===== src/rtl/sequence_insertion_scheduler_if.sv =====
// ============================================================================
// Module      : sequence_insertion_scheduler_if
// Description : Sync, key handshake and generator-control bundle for the
//               sequence insertion scheduler.
// Revision    : 1.0 - initial release
// ============================================================================
`default_nettype none

interface sequence_insertion_scheduler_if;
  logic        frame_start;
  logic        line_start;
  logic        field;
  logic [31:0] seq_in;
  logic        seq_valid;
  logic        seq_ready;
  logic        gen_enable;
  logic        gen_load;
  logic [31:0] gen_sequence;
  logic        insert_active;
  logic        frame_done;
  logic        overrun_err;

  modport master (
    output frame_start, line_start, field, seq_in, seq_valid,
    input  seq_ready, gen_enable, gen_load, gen_sequence,
           insert_active, frame_done, overrun_err
  );

  modport slave (
    input  frame_start, line_start, field, seq_in, seq_valid,
    output seq_ready, gen_enable, gen_load, gen_sequence,
           insert_active, frame_done, overrun_err
  );
endinterface

`default_nettype wire


===== src/rtl/sequence_insertion_scheduler.sv =====
// ============================================================================
// Module      : sequence_insertion_scheduler
// Description : Chooses the line/sample where the 40-bit ID+key burst is
//               inserted and drives sequence_generator enable/load/key.
//               Optional macro SEQ_BOTH_FIELDS_EN: insert in both fields.
// Revision    : 1.0 - initial release
// ============================================================================
`default_nettype none

module sequence_insertion_scheduler #(
  parameter logic [9:0]  INSERT_LINE   = 10'd20,
  parameter logic [10:0] SAMPLE_OFFSET = 11'd0,
  parameter logic [10:0] LOAD_LEN      = 11'd36,
  parameter logic [10:0] WINDOW_LEN    = 11'd1476
) (
  input  wire logic                     clock,
  input  wire logic                     rst,
  sequence_insertion_scheduler_if.slave bus
);

  typedef enum logic [2:0] {
    WAIT_FRAME = 3'd0,
    COUNT      = 3'd1,
    ARMED      = 3'd2,
    LOAD       = 3'd3,
    SHIFT      = 3'd4,
    DONE       = 3'd5
  } state_t;

  state_t      state;
  logic [31:0] pending;
  logic        pending_full;
  logic        seq_ready;
  logic [31:0] gen_sequence;
  logic [9:0]  line_cnt;
  logic [9:0]  line_next;
  logic [10:0] sample_cnt;
  logic [10:0] win_cnt;
  logic        gen_enable;
  logic        gen_load;
  logic        insert_active;
  logic        frame_done;
  logic        overrun_err;
  logic        eligible;

  assign bus.seq_ready     = seq_ready;
  assign bus.gen_enable    = gen_enable;
  assign bus.gen_load      = gen_load;
  assign bus.gen_sequence  = gen_sequence;
  assign bus.insert_active = insert_active;
  assign bus.frame_done    = frame_done;
  assign bus.overrun_err   = overrun_err;

`ifdef SEQ_BOTH_FIELDS_EN
  assign eligible = 1'b1;
`else
  assign eligible = ~bus.field;
`endif

  // Line index this cycle's sync pulses will produce
  always_comb begin
    line_next = line_cnt;
    if (bus.frame_start) begin
      line_next = 10'd0;
    end else if (line_cnt != 10'h3FF) begin
      line_next = line_cnt + 10'd1;
    end
  end

  // Keys move to the generator only on frame_start, so a window never sees
  // its key change underneath it.
  always_ff @(posedge clock or posedge rst) begin
    if (rst) begin
      pending      <= 32'd0;
      pending_full <= 1'b0;
      seq_ready    <= 1'b1;
      gen_sequence <= 32'd0;
    end else if (bus.frame_start && pending_full) begin
      gen_sequence <= pending;
      pending_full <= 1'b0;
      seq_ready    <= 1'b1;
    end else if (bus.seq_valid && seq_ready) begin
      pending      <= bus.seq_in;
      pending_full <= 1'b1;
      seq_ready    <= 1'b0;
    end
  end

  always_ff @(posedge clock or posedge rst) begin
    if (rst) begin
      line_cnt   <= 10'd0;
      sample_cnt <= 11'd0;
    end else begin
      if (bus.frame_start || bus.line_start) begin
        line_cnt <= line_next;
      end
      if (bus.line_start) begin
        sample_cnt <= 11'd0;
      end else if (sample_cnt != 11'h7FF) begin
        sample_cnt <= sample_cnt + 11'd1;
      end
    end
  end

  always_ff @(posedge clock or posedge rst) begin
    if (rst) begin
      state         <= WAIT_FRAME;
      win_cnt       <= 11'd0;
      gen_enable    <= 1'b0;
      gen_load      <= 1'b0;
      insert_active <= 1'b0;
      frame_done    <= 1'b0;
      overrun_err   <= 1'b0;
    end else begin
      frame_done <= 1'b0;
      case (state)
        WAIT_FRAME: begin
          if (bus.frame_start) state <= COUNT;
        end
        COUNT: begin
          if (bus.line_start && (line_next == INSERT_LINE) && eligible) begin
            state <= ARMED;
          end
        end
        ARMED: begin
          if (bus.line_start) begin
            overrun_err <= 1'b1;
            state       <= bus.frame_start ? COUNT : WAIT_FRAME;
          end else if (bus.frame_start) begin
            state <= COUNT;
          end else if (sample_cnt == SAMPLE_OFFSET) begin
            state         <= LOAD;
            win_cnt       <= 11'd1;
            gen_enable    <= 1'b1;
            gen_load      <= 1'b1;
            insert_active <= 1'b1;
          end
        end
        LOAD, SHIFT: begin
          // A line_start on the final window cycle still counts as completion
          if (bus.frame_start || (bus.line_start && (win_cnt != WINDOW_LEN))) begin
            gen_enable    <= 1'b0;
            gen_load      <= 1'b0;
            insert_active <= 1'b0;
            overrun_err   <= 1'b1;
            state         <= bus.frame_start ? COUNT : WAIT_FRAME;
          end else if (win_cnt == WINDOW_LEN) begin
            gen_enable    <= 1'b0;
            gen_load      <= 1'b0;
            insert_active <= 1'b0;
            frame_done    <= 1'b1;
            state         <= DONE;
          end else begin
            win_cnt <= win_cnt + 11'd1;
            if ((state == LOAD) && (win_cnt == LOAD_LEN)) begin
              gen_load <= 1'b0;
              state    <= SHIFT;
            end
          end
        end
        DONE: begin
          state <= bus.frame_start ? COUNT : WAIT_FRAME;
        end
        default: begin
          state <= WAIT_FRAME;
        end
      endcase
    end
  end

endmodule

`default_nettype wire


===== src/flat_wrapper.sv =====
// flat-port wrapper written by rule: the top's interface ports become plain ports
module sequence_insertion_scheduler_flat 
#(
  parameter logic [9:0]  INSERT_LINE   = 10'd20,
  parameter logic [10:0] SAMPLE_OFFSET = 11'd0,
  parameter logic [10:0] LOAD_LEN      = 11'd36,
  parameter logic [10:0] WINDOW_LEN    = 11'd1476
)
  (clock, rst, bus_frame_start, bus_line_start, bus_field, bus_seq_in, bus_seq_valid, bus_seq_ready, bus_gen_enable, bus_gen_load, bus_gen_sequence, bus_insert_active, bus_frame_done, bus_overrun_err);
  sequence_insertion_scheduler_if bus_i ();
  input  wire logic clock;
  input  wire logic rst;
  input wire logic [$bits(bus_i.frame_start)-1:0] bus_frame_start;
  input wire logic [$bits(bus_i.line_start)-1:0] bus_line_start;
  input wire logic [$bits(bus_i.field)-1:0] bus_field;
  input wire logic [$bits(bus_i.seq_in)-1:0] bus_seq_in;
  input wire logic [$bits(bus_i.seq_valid)-1:0] bus_seq_valid;
  output wire logic [$bits(bus_i.seq_ready)-1:0] bus_seq_ready;
  output wire logic [$bits(bus_i.gen_enable)-1:0] bus_gen_enable;
  output wire logic [$bits(bus_i.gen_load)-1:0] bus_gen_load;
  output wire logic [$bits(bus_i.gen_sequence)-1:0] bus_gen_sequence;
  output wire logic [$bits(bus_i.insert_active)-1:0] bus_insert_active;
  output wire logic [$bits(bus_i.frame_done)-1:0] bus_frame_done;
  output wire logic [$bits(bus_i.overrun_err)-1:0] bus_overrun_err;
  assign bus_i.frame_start = bus_frame_start;
  assign bus_i.line_start = bus_line_start;
  assign bus_i.field = bus_field;
  assign bus_i.seq_in = bus_seq_in;
  assign bus_i.seq_valid = bus_seq_valid;
  assign bus_seq_ready = bus_i.seq_ready;
  assign bus_gen_enable = bus_i.gen_enable;
  assign bus_gen_load = bus_i.gen_load;
  assign bus_gen_sequence = bus_i.gen_sequence;
  assign bus_insert_active = bus_i.insert_active;
  assign bus_frame_done = bus_i.frame_done;
  assign bus_overrun_err = bus_i.overrun_err;
  sequence_insertion_scheduler #(.INSERT_LINE(INSERT_LINE), .SAMPLE_OFFSET(SAMPLE_OFFSET), .LOAD_LEN(LOAD_LEN), .WINDOW_LEN(WINDOW_LEN)) u_core (.clock(clock), .rst(rst), .bus(bus_i));
endmodule

===== config.mk =====
export PLATFORM = sky130hd
export DESIGN_NAME = sequence_insertion_scheduler_flat
export DESIGN_NICKNAME = d
export VERILOG_FILES = /design/src/rtl/sequence_insertion_scheduler_if.sv /design/src/rtl/sequence_insertion_scheduler.sv /design/src/flat_wrapper.sv
export SDC_FILE = /design/constraint.sdc
export NUM_CORES = 1
export LEC_CHECK = 0
export BUFFER_PORTS_ARGS = -buffer_cell sky130_fd_sc_hd__buf_2
export CAP_MARGIN = 20
export CORE_AREA = 2 2 100 102
export CTS_CLUSTER_DIAMETER = 50
export DETAILED_ROUTE_END_ITERATION = 7
export DIE_AREA = 0 0 102 104
export HOLD_SLACK_MARGIN = 0.02
export PLACE_DENSITY = 0.74
export RECOVER_POWER = 100
export SYNTH_ARGS = -nofsm -noshare
export SYNTH_HDL_FRONTEND = slang
export SYNTH_SLANG_ARGS = --single-unit

===== constraint.sdc =====
create_clock -name clock -period 2.8 [get_ports clock]
set_clock_uncertainty 0.2 [all_clocks]
set_input_delay 0.14 -clock clock [delete_from_list [all_inputs] [get_ports clock]]
set_output_delay 0.14 -clock clock [all_outputs]
set_load 0.1 [all_outputs]

==> summary.txt <==
Logic synthesis
  • Netlist cell types: 52
  • Top_reg_cell synth: dfrtp_1
  • Main area contributors after synthesis: dfrtp_1 55%, mux2_2 15%, nor2_1 2.8%
  • Syn nets: ~440
  • Synthesized area per cell: about 12 µm²
  • Seq/Total Area, Yosys: 55.76%
  • Yosys top cell by area: dfrtp_1
  • Most common cell in the netlist: dfrtp_1
  • Synthesized cell area: 0.004715 mm²
  • Commonest cells post-synth: 104 x dfrtp_1, 64 x mux2_2, 35 x nor2_1
  • Synth Instances: between 300 and 400
  • Ys async rst share: between 90% and 100%
  • Top-area cell type share of the netlist area: a little under three fifths
  • EDFF count, synth: 0
  • Yosys reg bits: between 100 and 150
  • Synth warnings: 0

Timing
  • Slew Viols, Final: 0
  • Least-Margin Pin Slew: 1.376 ns
  • Final Hold Viols: 0
  • Final critical-path share of the clock period: 89.50%
  • Rel. slew slack: 8.246%
  • Final setup violation count: 0
  • Tmin final: 2.506 ns
  • RSZ-0062 raised after global routing: false
  • Setup TNS: 0 ns
  • Max Freq: 399.0 MHz

Place
  • IO Port Bufs: 75
  • Placed Area: 0.005201 mm²
  • Placed cell count: between 500 and 600
  • Hpwl dp: 6.270 mm
  • Routability cong.: between 0.8 and 0.9

Detailed routing
  • Vias per cell: 5.258
  • Post-DR wirelength/cell: 14.98 µm
  • Vias: 3365
  • Iter 0 DRT Violations: 162
  • Remaining antenna violation count: 0
  • DRC violations left: 0
  • Drt pass-1 iters: 4
  • Total Wirelength: 9.588 mm

Worst setup path
  • Worst path required time: 2.91 ns
  • FF-to-FF path depth: 6
  • Nature of the critical path endpoint: flip-flop
  • Worst Path Max Fanout: 19
  • Startpoint types: input pin
  • Flop-to-flop setup slack: 0.40 ns
  • Worst Path Class, Setup: input pin to flip-flop
  • WP data arrival: about 2.6 ns

GRT
  • Vias in the first global route: 3467
  • GRT Residual Overflow: 0
  • First-pass GRT wire length: 16.44 mm
  • Initial antenna violation count: 0
  • GRT Total Usage: 19.60%
  • Pin count of the biggest net entering global routing: ~110

Worst hold path
  • Hold Path Class: input pin to flip-flop
  • Worst hold path depth: 6

CTS
  • Reg clk slew, reported paths: 0.09 ns
  • Inserted Clock Buffers: 9
  • Maximum clock insertion buffer count: 2
  • Post-CTS setup buffers: 0
  • CTS Sinks: 105
  • CTS tree: yes
  • CTS root buffer: clkbuf_8
  • Clock Latency Late Sink: about 0.36 ns
  • Htree depth: 3

Layout
  • Share of cells above drive strength 1: between 20% and 30%
  • Fin util: about three fifths
  • Final instance area: 0.005699 mm²
  • Layout Cells excl Fill: between 600 and 700
  • P&R area growth vs syn: 20.89%
  • Inserted Diodes: 0
  • Fin nets: 545

Status
  • Status: complete, no violations

Pwr
  • Peak supply drop: between 0.001 and 0.0015 V
  • Power density over cell area: 1006 mW/mm²
  • Static leakage: 0.002542 µW

Floorplanning
  • Core ar.: 0.009549 mm²
  • Io pins: 76
  • Die Wd: about 100 µm
  • Starting Density: 49.37%
  • Die area: 0.01061 mm²
  • DIE HEIGHT: 104 µm
  • FP Rows: 36

Run
  • Max Cap Viol: 0
state kept, by name (all words and copies together), names as in the netlist, 3 cells and up:
name and cells:
u_core.line_cnt 10, u_core.state 3, u_core.sample_cnt 11, u_core.win_cnt 11, u_core.pending 32, u_core.bus.gen_sequence 32
critical path: stages:
cell	delay, ns
dlygate4sd3_1	0.54
clkbuf_1	0.65
inv_1	0.29
nand2_1	0.28
o31ai_1	0.15
a2111oi_0	0.44
a21o_1	0.13
layer usage:
layer / share of wire [%] / global-route usage (%) / vias to the layer above
met2: 54 / 33.46 / 65
li1: - / - / 1608
met3: 3.4 / 3.965 / 14
met4: 1.9 / 6.762 / 0
met1: 41 / 24.60 / 1678
met5: 0 / 0 / -
timing repair:
action / in CTS / in global routing
hold endpoints to repair: 157 / 0
setup endpoints to repair: 0 / 0
gates resized for setup: 0 / 0
hold buffers: 36 / 0
per-stage QoR:
step                power [µW]  setup slack, ns  hold WS [ns]
floorplan                 4365           0.6393      0.003047
global placement          4721           0.5591        0.1044
detailed placement        4803           0.4766        0.1146
CTS                       5819           0.4424       0.04102
global route              5975          0.08453       0.07494
finish                    5732           0.2940       0.06270
report_power, final:
group	internal, µW	total (µW)	leakage [µW]	switching (µW)
Combinational	516	2530	0.00110	2020
Sequential	1980	2230	0.00134	245
Clock	471	976	0.000108	504
worst paths after layout:
check,startpoint,endpoint
worst max-delay path,bus_line_start,u_core.state[2]$_DFFE_PP0P_
worst min-delay path,bus_field,u_core.state[1]$_DFFE_PP0P_
worst max register to register,u_core.state[1]$_DFFE_PP0P_,u_core.win_cnt[9]$_DFFE_PP0P_
worst min register to register,u_core.bus.overrun_err$_DFFE_PP0P_,u_core.bus.overrun_err$_DFFE_PP0P_
max in group asynchronous,rst,u_core.bus.gen_sequence[3]$_DFFE_PP0P_
min in group asynchronous,rst,u_core.bus.gen_sequence[31]$_DFFE_PP0P_
cells in the final DEF (no fill, tap or decap), types with 4 or more instances in the layout:
cell,count
a21oi_1,8
and3_1,10
buf_2,34
clkbuf_1,42
clkbuf_8,11
dfrtp_1,104
dlygate4sd3_1,36
ha_1,5
inv_1,11
mux2_2,63
mux2i_1,4
nand2_1,24
nand3_1,12
nand4_1,9
nor2_1,35
nor2b_1,5
nor3_1,10
nor4_1,4
o21ai_0,14
xnor2_1,5
xor2_1,13
kinds of logic after synthesis:
| group | count (synthesis) | synth area share, % |
|---|---|---|
| flops | 105 | 55.76 |
| simple gates | 125 | 13.93 |
| xor+xnor | 18 | 3.344 |
| buf+inv | 28 | 2.946 |
| compound gates | 44 | 6.555 |
| mux | 68 | 16.14 |
| fa+ha+maj | 5 | 1.327 |
final cells by class:
type                            count  area [µm²]
Timing Repair Buffer              114       704.4
Fill cell                         810        3850
Tap cell                          133       166.4
Sequential cell                   105        2629
Clock buffer                       12       155.1
Clock inverter                      4       56.30
Inverter                           12       48.80
Multi-Input combinational cell    260        1939
No activity file was read; power rests on OpenSTA's default activity.
